`src/rtl/pwm_compare.sv`:
```
// pwm_compare: four-channel double-buffered PWM compare stage.
// Optional period status/interrupt enabled by defining PWM_PERIOD_IRQ_EN.
module pwm_compare #(
    parameter int WIDTH    = 8,
    parameter int CHANNELS = 4
) (
    input  logic             clk,
    input  logic             rst,
    input  logic             enable,
    input  logic [WIDTH-1:0] counter_value,
    input  logic [3:0]       polarity,
    input  logic             cfg_write,
    input  logic [1:0]       cfg_channel,
    input  logic [WIDTH-1:0] cfg_compare,
    input  logic [4:0]       irq_enable,
    input  logic [4:0]       irq_clear,
    output logic [3:0]       pwm_out,
    output logic [4:0]       status,
    output logic             irq
);

    logic [WIDTH-1:0]    shadow [CHANNELS];
    logic [WIDTH-1:0]    active [CHANNELS];
    logic [WIDTH-1:0]    eff    [CHANNELS];
    logic [CHANNELS-1:0] pending;
    logic [CHANNELS-1:0] ch_status;
    logic [CHANNELS-1:0] match;
    logic [WIDTH-1:0]    last_value;
    logic                period_status;
    logic                wrap;
    logic                advance;

    assign wrap    = enable && (counter_value < last_value);
    assign advance = (counter_value != last_value);

    // Track the previous count so wraps and halts can be detected.
    always_ff @(posedge clk) begin
        if (rst) last_value <= '0;
        else     last_value <= counter_value;
    end

    // Effective compare: a pending shadow is used already on its wrap cycle.
    always_comb begin
        match = '0;
        for (int i = 0; i < CHANNELS; i++) begin
            eff[i]   = (wrap && pending[i]) ? shadow[i] : active[i];
            match[i] = enable && advance && (counter_value == eff[i]);
        end
    end

    // Shadow/active double buffer with wrap-time transfer.
    always_ff @(posedge clk) begin
        if (rst) begin
            pending <= '0;
            for (int i = 0; i < CHANNELS; i++) begin
                shadow[i] <= '0;
                active[i] <= '0;
            end
        end else begin
            for (int i = 0; i < CHANNELS; i++) begin
                if (cfg_write && (cfg_channel == 2'(i))) begin
                    shadow[i] <= cfg_compare;
                    if (enable) begin
                        pending[i] <= 1'b1;
                    end else begin
                        active[i]  <= cfg_compare;
                        pending[i] <= 1'b0;
                    end
                end else if (wrap && pending[i]) begin
                    active[i]  <= shadow[i];
                    pending[i] <= 1'b0;
                end
            end
        end
    end

    // Registered outputs; disabled channels sit at their inactive level.
    always_ff @(posedge clk) begin
        if (rst) begin
            pwm_out <= '0;
        end else begin
            for (int i = 0; i < CHANNELS; i++) begin
                if (enable)
                    pwm_out[i] <= (counter_value < eff[i]) ^ polarity[i];
                else
                    pwm_out[i] <= polarity[i];
            end
        end
    end

    // Sticky match status; a set in the same cycle as a clear wins.
    always_ff @(posedge clk) begin
        if (rst) ch_status <= '0;
        else     ch_status <= (ch_status & ~irq_clear[3:0]) | match;
    end

`ifdef PWM_PERIOD_IRQ_EN
    // Sticky period status, set on every wrap cycle.
    always_ff @(posedge clk) begin
        if (rst)
            period_status <= 1'b0;
        else
            period_status <= (period_status & ~irq_clear[4]) | wrap;
    end
`else
    logic unused_period_clear;
    assign unused_period_clear = irq_clear[4];
    assign period_status = 1'b0;
`endif

    assign status = {period_status, ch_status};
    assign irq    = |(status & irq_enable);

endmodule
```
`config.mk`:
```
export PLATFORM = sky130hd
export DESIGN_NAME = pwm_compare
export DESIGN_NICKNAME = d
export VERILOG_FILES = /design/src/rtl/pwm_compare.sv
export SDC_FILE = /design/constraint.sdc
export NUM_CORES = 1
export LEC_CHECK = 0
export CAP_MARGIN = 10
export CORE_ASPECT_RATIO = 1.1
export CORE_MARGIN = 2
export CORE_UTILIZATION = 60
export CTS_CLUSTER_DIAMETER = 80
export DETAILED_ROUTE_END_ITERATION = 10
export PLACE_DENSITY = 0.95
export SETUP_SLACK_MARGIN = 0.5
export SLEW_MARGIN = 20
export SYNTH_ARGS = -nofsm -noshare
export SYNTH_HDL_FRONTEND = slang
export SYNTH_SLANG_ARGS = --single-unit
```
`constraint.sdc`:
```
create_clock -name clk -period 9.9 [get_ports clk]
set_clock_uncertainty 0.15 [all_clocks]
set_input_delay 1.98 -clock clk [delete_from_list [all_inputs] [get_ports clk]]
set_output_delay 1.98 -clock clk [all_outputs]
set_load 0.01 [all_outputs]
```
== Yosys cells after proc, flatten, opt, wreduce, memory -nomap -nowiden ==
Memories as Yosys holds them, arrays and structs flattened.
Index checks and enable logic that the tools add are counted.
W data, S select, Z words.
Word-level totals
  bits of input ports: 36
  logic and storage cells: 134
  register bits after elaboration: 20
  output and inout port bits: 10
  bits in writable memories: 64
  memories kept: 2
Memory list
  active: words 4, width 8, rd ports 4, clocked after memory_dff 0, write ports 4, line 23  | logic [WIDTH-1:0] active [CHANNELS];
  shadow: words 4, width 8, rd ports 4, clocked after memory_dff 0, write ports 4, line 22  | logic [WIDTH-1:0] shadow [CHANNELS];
Cells by class
  multiplexer cells: 72
  magnitude comparators: 5
  bitwise logic cells: 20
  reductions and logical operators: 20
  equality and inequality tests: 8
Operators by type and width (number)
  $mux W8: 16
  $mux W1: 56
  $lt A8 B8 Y1: 5
  $eq A8 B8 Y1: 4
  $logic_and A1 B1 Y1: 14
  $or A1 B1 Y1: 12
  $ne A8 B8 Y1: 1
  $reduce_bool A2 Y1: 4
  $and A4 B5 Y5: 1
  $reduce_or A5 Y1: 1
  $and A4 B4 Y4: 1
  $eq A2 B2 Y1 const B: 2
  $not A4 Y4: 1
  $or A4 B4 Y4: 1
  $xor A1 B1 Y1: 4
  $eq A2 B1 Y1 const B: 1
  $logic_not A2 Y1: 1

== Depth between registers and ports, before layout ==
Gate-level depths: netlist of the first run.
  depth in word-level cells: 8
  mapped depth: 13
  mapped depth without buffers: 13

== Worst setup path before layout of the first run ==
No wires, ideal clock.
  path type: input to register
  from: in counter_value[1]
  to: reg pwm_out[2]
  data required time: 9.629 ns
  path buffers: 0
  arrival time: 4.601 ns
  setup slack: 5.029 ns
  stages on the path: 12
  cell sequence: ha_1 > nor2b_1 > o211ai_2 > a21o_2 > nand4_2 > mux2i_1 > ha_1 > nor2b_1 > o211ai_1 > a21oi_1 > a2111oi_0 > mux2_2
Between the ends
  cells in the longest elaborated chain, start to end: 7
Ends and longest elaborated chain
  start, declared: line 10  | input logic [WIDTH-1:0] counter_value,
  $lt A8 B8 Y1: line 33  | assign wrap = enable && (counter_value < last_value);
  $logic_and A1 B1 Y1: line 33
  $logic_and A1 B1 Y1: line 46  | eff[i] = (wrap && pending[i]) ? shadow[i] : active[i];
  $mux W8: line 46
  $lt A8 B8 Y1 (*): line 84  | pwm_out[i] <= (counter_value < eff[i]) ^ polarity[i];
  $xor A1 B1 Y1 (*): line 84
  $mux W1 (*): line 83  | if (enable)
  end signal, assigned by index: line 84
  end signal, assigned by index: line 86  | pwm_out[i] <= polarity[i];
  end, declared: line 17  | output logic [3:0] pwm_out,
Mark *: on every way between the ends. The rest lies on a longest branch, timed or not.
A chain may end at the register's enable or synchronous reset.

== Worst setup path after layout of the first run ==
  from: in counter_value[3]
  to: reg pwm_out[2]
Same word-level chain as after synthesis.

==> results of run 1 <==
-- layout make-up --
type	instances	area, um^2
clock inverters	5	76.3
multi-input cells	269	2150
well taps	87	109
fillers	510	2140
clock buffers	11	131
inverters	20	75.1
flip-flops and latches	84	2320
repair buffers	43	428
-- cell usage after synthesis (all sizes together) --
library cell / instances / share of area [%]
o211ai: 6 / 1.1
nor3: 11 / 1.5
ha: 40 / 11
and3: 2 / 0.27
nand3: 2 / 0.22
dfxtp: 20 / 8.8
a21boi: 3 / 0.49
nand2b: 3 / 0.41
a22oi: 2 / 0.33
inv: 20 / 1.6
conb: 1 / 0.082
and2: 32 / 4.4
mux2i: 28 / 6.1
mux2: 5 / 1.2
buf: 6 / 0.79
edfxtp: 64 / 42
or3: 6 / 0.82
nor4: 2 / 0.27
a311o: 1 / 0.22
a2111oi: 1 / 0.19
a22o: 32 / 6.1
a21oi: 24 / 2.7
nand2: 11 / 1.1
o21ai: 11 / 1.5
a21o: 2 / 0.36
nor4b: 1 / 0.52
nor2: 11 / 0.96
a31oi: 1 / 0.14
nor2b: 14 / 1.9
nand4: 17 / 2.7
-- stage by stage --
stage          cell area (um^2)  total power [mW]
2_1_floorplan              4570             0.473
3_3_place_gp               5070             0.509
3_5_place_dp               5070             0.517
4_1_cts                    5280             0.777
5_1_grt                    5290             0.809
6_report                   5290             0.778
-- metal layers --
layer  global-route usage, %  wire length [um]  vias to the layer above
met3                    7.36               862                       31
li1                        -                 -                     1555
met2                    47.8              5250                      176
met5                       0                 0                        -
met1                    33.9              4350                     1667
met4                    12.8               402                        0
-- critical path, delay by kind of cell --
kind            cells  cell delay [ps]
compound gates      5             1580
fa+ha+maj           2              710
mux                 2              680
buf+inv             1              630
simple gates        2              460
-- cell usage in the layout, fill, tap and decap left out, types with 8 or more instances in the layout --
cell / synthesis / layout
edfxtp_1: 64 / 64
clkdlybuf4s50_1: 0 / 42
ha_1: 40 / 40
a22o_1: 32 / 32
and2_1: 32 / 32
mux2i_1: 28 / 28
a21oi_1: 23 / 23
inv_1: 20 / 20
dfxtp_1: 20 / 20
nor2b_1: 14 / 14
nand4_1: 14 / 14
nor2_1: 10 / 10
o21ai_0: 10 / 10
nand2_1: 9 / 9
clkbuf_8: 0 / 9
nor3_1: 8 / 8
-- registers in the layout, indices dropped and copies added, names as in the netlist --
| register | flops |
|---|---|
| active | 32 |
| ch_status | 4 |
| last_value | 8 |
| pending | 4 |
| pwm_out | 4 |
| shadow | 32 |
-- worst paths after layout --
| path | start | endpoint | slack [ps] | cells past startpoint |
|---|---|---|---|---|
| setup / recovery | counter_value[3] | pwm_out[2] | 3970 | 12 |
| setup reg to reg | last_value[1] | pwm_out[2] | 5990 | 13 |
| hold / removal | ch_status[2] | ch_status[2] | 370 | 2 |
| hold reg to reg | ch_status[2] | ch_status[2] | 370 | 2 |
-- cells by family after synthesis --
kind of cell | after synthesis
DFF | 84
adders and majority gates | 40
AOI/OAI and AO/OA | 83
and+or+nand+nor | 112
muxes | 33
buffers and inverters | 26
other | 1
-- power breakdown --
group          internal (mW)  switching [mW]
Combinational         0.0429          0.0598
Clock                  0.141           0.124
Sequential             0.400         0.00952
Total                  0.584           0.194
==> summary.txt, run 1 <==
CP Capture Type - flip-flop
PortBufs - 42
register area share after synthesis - 50.8%
die width - 87.2 um
Synth Warn # - 0
xor and xnor area share after synthesis - 0%
DRC viols - 0
DP Wirelength - 7720 um
Critical Path Fanout Max - 9
core area - 7430 um^2
maxcap violations - 0
Critical Path Slowest Stage Cell - a2111oi_0
Cell Pwr Density - 147 nW/um^2
status - finished clean
largest family of logic cells by synthesized area - simple AND/OR/NAND/NOR gates
Critical Path Source Type - primary input
simple-gate share of the synthesized area - 15.2%
setup tns final - 0 ps
largest net degree at the start of global routing - 29
placed cells - 503
vias in the first global route - 3480
Max H-tree Level - 3
number of clock sinks - 84
layout cell share with drive strength beyond 1 - 8.10%
I/O pin cnt - 46
post-CTS resize count - 0
initial DRC count - 273
antenna-violating nets left - 0
min setup slack post-route - 3970 ps
Final Hold Vio Count - 0
Via Count - 3429
clock tree from TritonCTS - built
Final min period - 5930 ps
fmax - 169 MHz
worst hold path class - flip-flop to flip-flop
Mapped Avg Cell Area - 12.0 um^2
crit-path cells - clkdlybuf4s50_1, ha_1, a21oi_1, a21o_2, nand4_2, mux2i_1, ha_1, nor2b_1, o211ai_1, a21oi_1, a2111oi_0, mux2_2
die height - 95.5 um
CP required - 10010 ps
placer congestion estimate - 0.856
Initial Util - 61.4%
Slowest Stage Delay on Critical Path - 780 ps
vias per std cell - 6.61
Cell Rows - 33
worst hold margin - 373 ps
Compound-Gate Fraction of Synth Area - 13.1%
first-pass GRT wire length - 17100 um
Post-Synthesis Cells - 379
Wirelength per Cell - 20.9 um
Root Driver - clkbuf_8
area grow syn2layout - 15.8%
Post CTS Setup Buffer Count - 0
Unique masters post-synth - 42
post-synth design cell area - 4570 um^2
Slew @ Worst Pin - 956 ps
Hold Buf Count CTS - 0
crit share post-route - 59.9%
Max-Slew Margin vs Limit - 35.6%
DRT Pass-1 Iters - 7
Adder-Cell Fraction of Synth Area - 11.0%
GRT Resource Usage Total - 28.3%
Max Slew Vio Count - 0
die area - 8330 um^2
CTS Buf Count - 9
critical path class - primary input to flip-flop
Max Buffers Root-to-Sink - 2
RSZ-0062 raised after global routing - no
Lkg Pwr - 2.19 nW
setup violators final - 0
syn nets - 455
total gr overflow - 0
diode count - 0
Yosys reg bits - 84
Final nets - 503
worst vdd ir - 119 uV
Clock Latency Late Sink - 360 ps
final core utilization - 71.1%
Worst EP arrival - 6040 ps
antenna violations before repair - 0
final cell count without fillers - 519
Clock transition at path regs - 80 ps
Total Routed Length - 10900 um
mux share of post-synthesis cell area - 7.37%
pre-CTS setup slack - 3660 ps
No activity file was read; power rests on OpenSTA's default activity.
==> run 2, diff against run 1 <==
Settings changed: CORE_UTILIZATION 60 to 52, PLACE_DENSITY 0.95 to 0.89.
Clock period 9.9 ns to 5.2 ns, I/O delays scaled along.
==> summary.txt, run 2 (synthesis gave the netlist of run 1 again) <==
status - finished clean
number of clock sinks - 84 (unchanged)
DRC viols - 0 (unchanged)
CP required - 5310 ps (-4700 ps)
most frequent cells in the layout - edfxtp_1, clkdlybuf4s50_1, ha_1
DP Wirelength - 7990 um (+3.6%)
pre-CTS setup slack - 464 ps (-3200 ps)
antenna-violating nets left - 0 (unchanged)
Max-Slew Margin vs Limit - 37.3% (+1.7 points)
Clock transition at path regs - 80 ps (about the same)
final core utilization - 63.8% (-7.3 points)
CP Capture Type - flip-flop
vias per std cell - 5.96 (-9.8%)
Cell Rows - 35 (+6.1%)
total gr overflow - 0 (unchanged)
Via Count - 3308 (-3.5%)
core area - 8450 um^2 (+14%)
Final Hold Vio Count - 0 (unchanged)
count of filler cells inserted in the layout - 638 (+25%)
RSZ-0062 raised after global routing - no
Lkg Pwr - 2.24 nW (+2.4%)
Post CTS Setup Buffer Count - 0 (unchanged)
setup violators final - 0 (unchanged)
PortBufs - 42 (unchanged)
I/O pin cnt - 46 (unchanged)
crit share post-route - 85.1%
Critical Path Fanout Max - 6 (-3)
setup tns final - 0 ps (unchanged)
Max Buffers Root-to-Sink - 2 (unchanged)
post-CTS resize count - 0 (unchanged)
min setup slack post-route - 777 ps (-3190 ps)
Final min period - 4420 ps
Root Driver - clkbuf_8
maxcap violations - 0 (unchanged)
worst hold path class - flip-flop to flip-flop
placer congestion estimate - 0.841 (-1.8%)
initial DRC count - 324 (+19%)
clock tree from TritonCTS - built
Initial Util - 54.0% (-7.4 points)
die height - 102 um (+7.1%)
Hold Buf Count CTS - 0 (unchanged)
largest net degree at the start of global routing - 29 (unchanged)
Total Routed Length - 10500 um (-2.9%)
layout cell share with drive strength beyond 1 - 11.0% (+2.9 points)
first-pass GRT wire length - 17000 um (-0.96%)
fmax - 226 MHz
diode count - 0 (unchanged)
vias in the first global route - 3334 (-4.2%)
Clock Latency Late Sink - 360 ps (about the same)
placed cell areas - 5190 um^2 (+2.5%)
Slew @ Worst Pin - 934 ps (-22.0 ps)
Cell Pwr Density - 270 nW/um^2 (+83%)
Worst EP arrival - 4530 ps (-1510 ps)
Final Instance Area - 5400 um^2 (+2.1%)
area of the multi-input gates - 2140 um^2 (-0.29%)
die area - 9550 um^2 (+15%)
GRT Resource Usage Total - 23.6% (-4.6 points)
Critical Path Source Type - primary input
commonest non-fill, non-tap cell in the layout - edfxtp_1
top flop regs - active x32, shadow x32, last_value x8
Pwr Total - 1.46 mW (+87%)
area grow syn2layout - 18.2%
critical path class - primary input to flip-flop
area taken by flip-flops and latches - 2320 um^2 (unchanged)
DRT Pass-1 Iters - 4 (-3)
Wirelength per Cell - 19.0 um (-9.2%)
Max H-tree Level - 3 (unchanged)
Final nets - 516 (+2.6%)
die width - 93.4 um (+7.1%)
worst vdd ir - 159 uV (+34%)
CTS Buf Count - 9 (unchanged)
Max Slew Vio Count - 0 (unchanged)
antenna violations before repair - 0 (unchanged)
run 2: cell count changes in the layout (fill, tap and decap cells not counted), sizes merged:
cell      before  now
buf            1   14
bufinv         2    1
clkbuf        11    9
clkinv         2    1
clkinvlp       1    2
inv           20   22
run 2: worst max-delay path, stage by stage:
cell             delay [ps]
clkdlybuf4s50_1         460
ha_1                    370
a21oi_1                 260
a21o_2                  270
nand4_2                 200
buf_4                   240
mux2i_1                 210
ha_1                    290
nand4_1                 140
a21oi_1                  80
a2111oi_0               570
mux2_2                  400
run 2: area by class of cell:
type	count	share of cell area, %
clock buffer	9	2.30
clock inverter	6	1.32
inverter	20	1.39
multi-input combinational	269	39.6
sequential	84	43.0
tap	111	2.57
timing repair buffer	56	9.74
run 2: metal layers:
metal	track usage (%)	vias up	part of all wire, %	wire, um
met5	0	-	0	0
met1	30.0	1571	41	4370
li1	-	1573	-	-
met2	39.0	133	48	5020
met4	10.2	0	3.0	318
met3	5.38	31	7.9	837
run 2: path summary, 6_finish.rpt:
path	startpoint	endpoint	slack (ps)	cells past startpoint
hold / removal	pending[1]	pending[1]	380	2
setup reg to reg	last_value[3]	pwm_out[2]	1620	12
setup / recovery	counter_value[3]	pwm_out[2]	780	12
hold reg to reg	pending[1]	pending[1]	380	2
run 2: where the power goes:
group	leakage, nW	switching, mW	internal, mW
Clock	0.0923	0.253	0.223
Combinational	1.33	0.112	0.0874
Sequential	0.816	0.0200	0.762
Total	2.24	0.384	1.07
run 2: metrics by stage:
step | instances | hold slack, ps
floorplan | 379 | 324
global placement | 540 | 349
detailed placement | 540 | 361
CTS | 555 | 373
global route | 555 | 408
finish | 555 | 379
==> run 3, diff against run 2 <==
Settings changed: CORE_MARGIN 2 to 5.
==> summary.txt, run 3 (synthesis gave the netlist of run 1 again) <==
status - finished clean
Wirelength per Cell - 18.8 um (-0.88%)
fmax - 233 MHz (+2.9%)
Worst EP arrival - 4400 ps (-130 ps)
die width - 99.4 um (+6.4%)
Initial Util - 53.8% (-0.28 points)
max layer used - met4
commonest non-fill, non-tap cell in the layout - edfxtp_1
diode count - 0 (unchanged)
placer congestion estimate - 0.864 (+2.8%)
hold path endpoint - ch_status[2]
Max H-tree Level - 3 (unchanged)
number of clock sinks - 84 (unchanged)
Clock transition at path regs - 80 ps (about the same)
WL met3 - 835 um (-0.24%)
Max-Slew Margin vs Limit - 39.7% (+2.4 points)
min setup slack post-route - 900 ps (+124 ps)
reg2reg start - last_value[3]
die area - 10800 um^2 (+13%)
CTS Buf Count - 9 (unchanged)
PortBufs - 42 (unchanged)
routed wire length on met2 - 4920 um (-2.1%)
setup violators final - 0 (unchanged)
count of filler cells inserted in the layout - 638 (unchanged)
clock tree from TritonCTS - built
Final Instance Area - 5390 um^2 (-0.19%)
Max Buffers Root-to-Sink - 2 (unchanged)
largest net degree at the start of global routing - 29 (unchanged)
total gr overflow - 0 (unchanged)
Root Driver - clkbuf_8
vias in the first global route - 3416 (+2.5%)
Cell Rows - 35 (unchanged)
M1 wire length - 4420 um (+1.3%)
final core utilization - 63.4% (-0.45 points)
hold path depth - 2 (unchanged)
Cell Pwr Density - 259 nW/um^2 (-4.2%)
area taken by flip-flops and latches - 2320 um^2 (unchanged)
post-CTS resize count - 0 (unchanged)
FF-to-FF End - pwm_out[2]
Total Routed Length - 10500 um (-0.34%)
CP Capture Type - flip-flop
Lkg Pwr - 2.24 nW (about the same)
CP required - 5300 ps (about the same)
area of the multi-input gates - 2140 um^2 (unchanged)
die height - 108 um (+5.9%)
layout cell share with drive strength beyond 1 - 11.2% (+0.15 points)
I/O pin cnt - 46 (unchanged)
worst hold path class - flip-flop to flip-flop
maxcap violations - 0 (unchanged)
hold_sp - ch_status[2]
initial DRC count - 282 (-13%)
Critical Path Fanout Max - 6 (unchanged)
first-pass GRT wire length - 17000 um (+0.41%)
Clock Latency Late Sink - 360 ps (about the same)
worst vdd ir - 228 uV (+43%)
DRT Pass-1 Iters - 5 (+1)
GRT Resource Usage Total - 20.9% (-2.7 points)
setup tns final - 0 ps (unchanged)
vias per std cell - 5.96 (about the same)
worst hold margin - 374 ps (-4.61 ps)
top flop regs - active x32, shadow x32, last_value x8
FF-to-FF setup slack - 1710 ps (+90 ps)
Final Hold Vio Count - 0 (unchanged)
Post CTS Setup Buffer Count - 0 (unchanged)
DRC viols - 0 (unchanged)
RSZ-0062 raised after global routing - no
crit share post-route - 82.7% (-2.4 points)
pre-CTS setup slack - 524 ps (+60.0 ps)
Register-to-Register Path Depth - 13 (+1)
Hold Buf Count CTS - 0 (unchanged)
Critical Path Source Type - primary input
critical path class - primary input to flip-flop
most frequent cells in the layout - edfxtp_1, clkdlybuf4s50_1, ha_1
core area - 8500 um^2 (+0.52%)
area grow syn2layout - 17.9%
antenna violations before repair - 0 (unchanged)
placed cell areas - 5210 um^2 (+0.29%)
Via Count - 3328 (+0.60%)
Max Slew Vio Count - 0 (unchanged)
Final nets - 518 (+0.39%)
Slew @ Worst Pin - 897 ps (-36.4 ps)
Final min period - 4300 ps (-124 ps)
antenna-violating nets left - 0 (unchanged)
DP Wirelength - 7900 um (-1.2%)
==> run 3: layer usage <==
| layer | vias up | global-route usage, % |
|---|---|---|
| met5 | - | 0 |
| met4 | 0 | 9.17 |
| met3 | 24 | 4.77 |
| met2 | 151 | 33.9 |
| met1 | 1580 | 26.9 |
| li1 | 1573 | - |
==> run 3: layout make-up <==
| cell class | instances | share of cell area [%] |
|---|---|---|
| inverter | 20 | 1.39 |
| tap | 111 | 2.58 |
| clock inverter | 4 | 0.465 |
| timing repair buffer | 58 | 10.0 |
| clock buffer | 12 | 2.69 |
| multi-input combinational | 269 | 39.7 |
| sequential | 84 | 43.1 |
==> run 3: critical path, cell delays in order <==
cell and delay [ps]:
clkdlybuf4s50_1 440, ha_1 350, a21oi_1 300, a21o_2 270, nand4_2 190, buf_4 230, mux2i_1 120, ha_1 310
a21oi_1 160, a21oi_1 80, a2111oi_0 400, buf_4 190, mux2_2 320
==> run 3: worst max path at each step <==
stage / start / end / slack [ps] / cells past startpoint
finish: counter_value[3] / pwm_out[2] / 900 / 13
global route: counter_value[1] / pwm_out[2] / 730 / 14
CTS: counter_value[3] / pwm_out[2] / 900 / 13
detailed placement: counter_value[1] / pwm_out[2] / 520 / 14
global placement: counter_value[1] / pwm_out[2] / 560 / 14
floorplan: counter_value[1] / pwm_out[2] / 1270 / 12
==> run 3: metrics by stage <==
stage                     power (mW)  instances
after floorplan                0.900        379
after global placement         0.978        542
after detailed placement       0.995        542
after CTS                       1.40        558
after global routing            1.45        558
final                           1.39        558
==> run 3: power by group <==
part / leakage, nW / switching, mW / internal [mW]
logic: 1.34 / 0.113 / 0.0887
registers: 0.816 / 0.0176 / 0.762
clock network: 0.0824 / 0.227 / 0.185
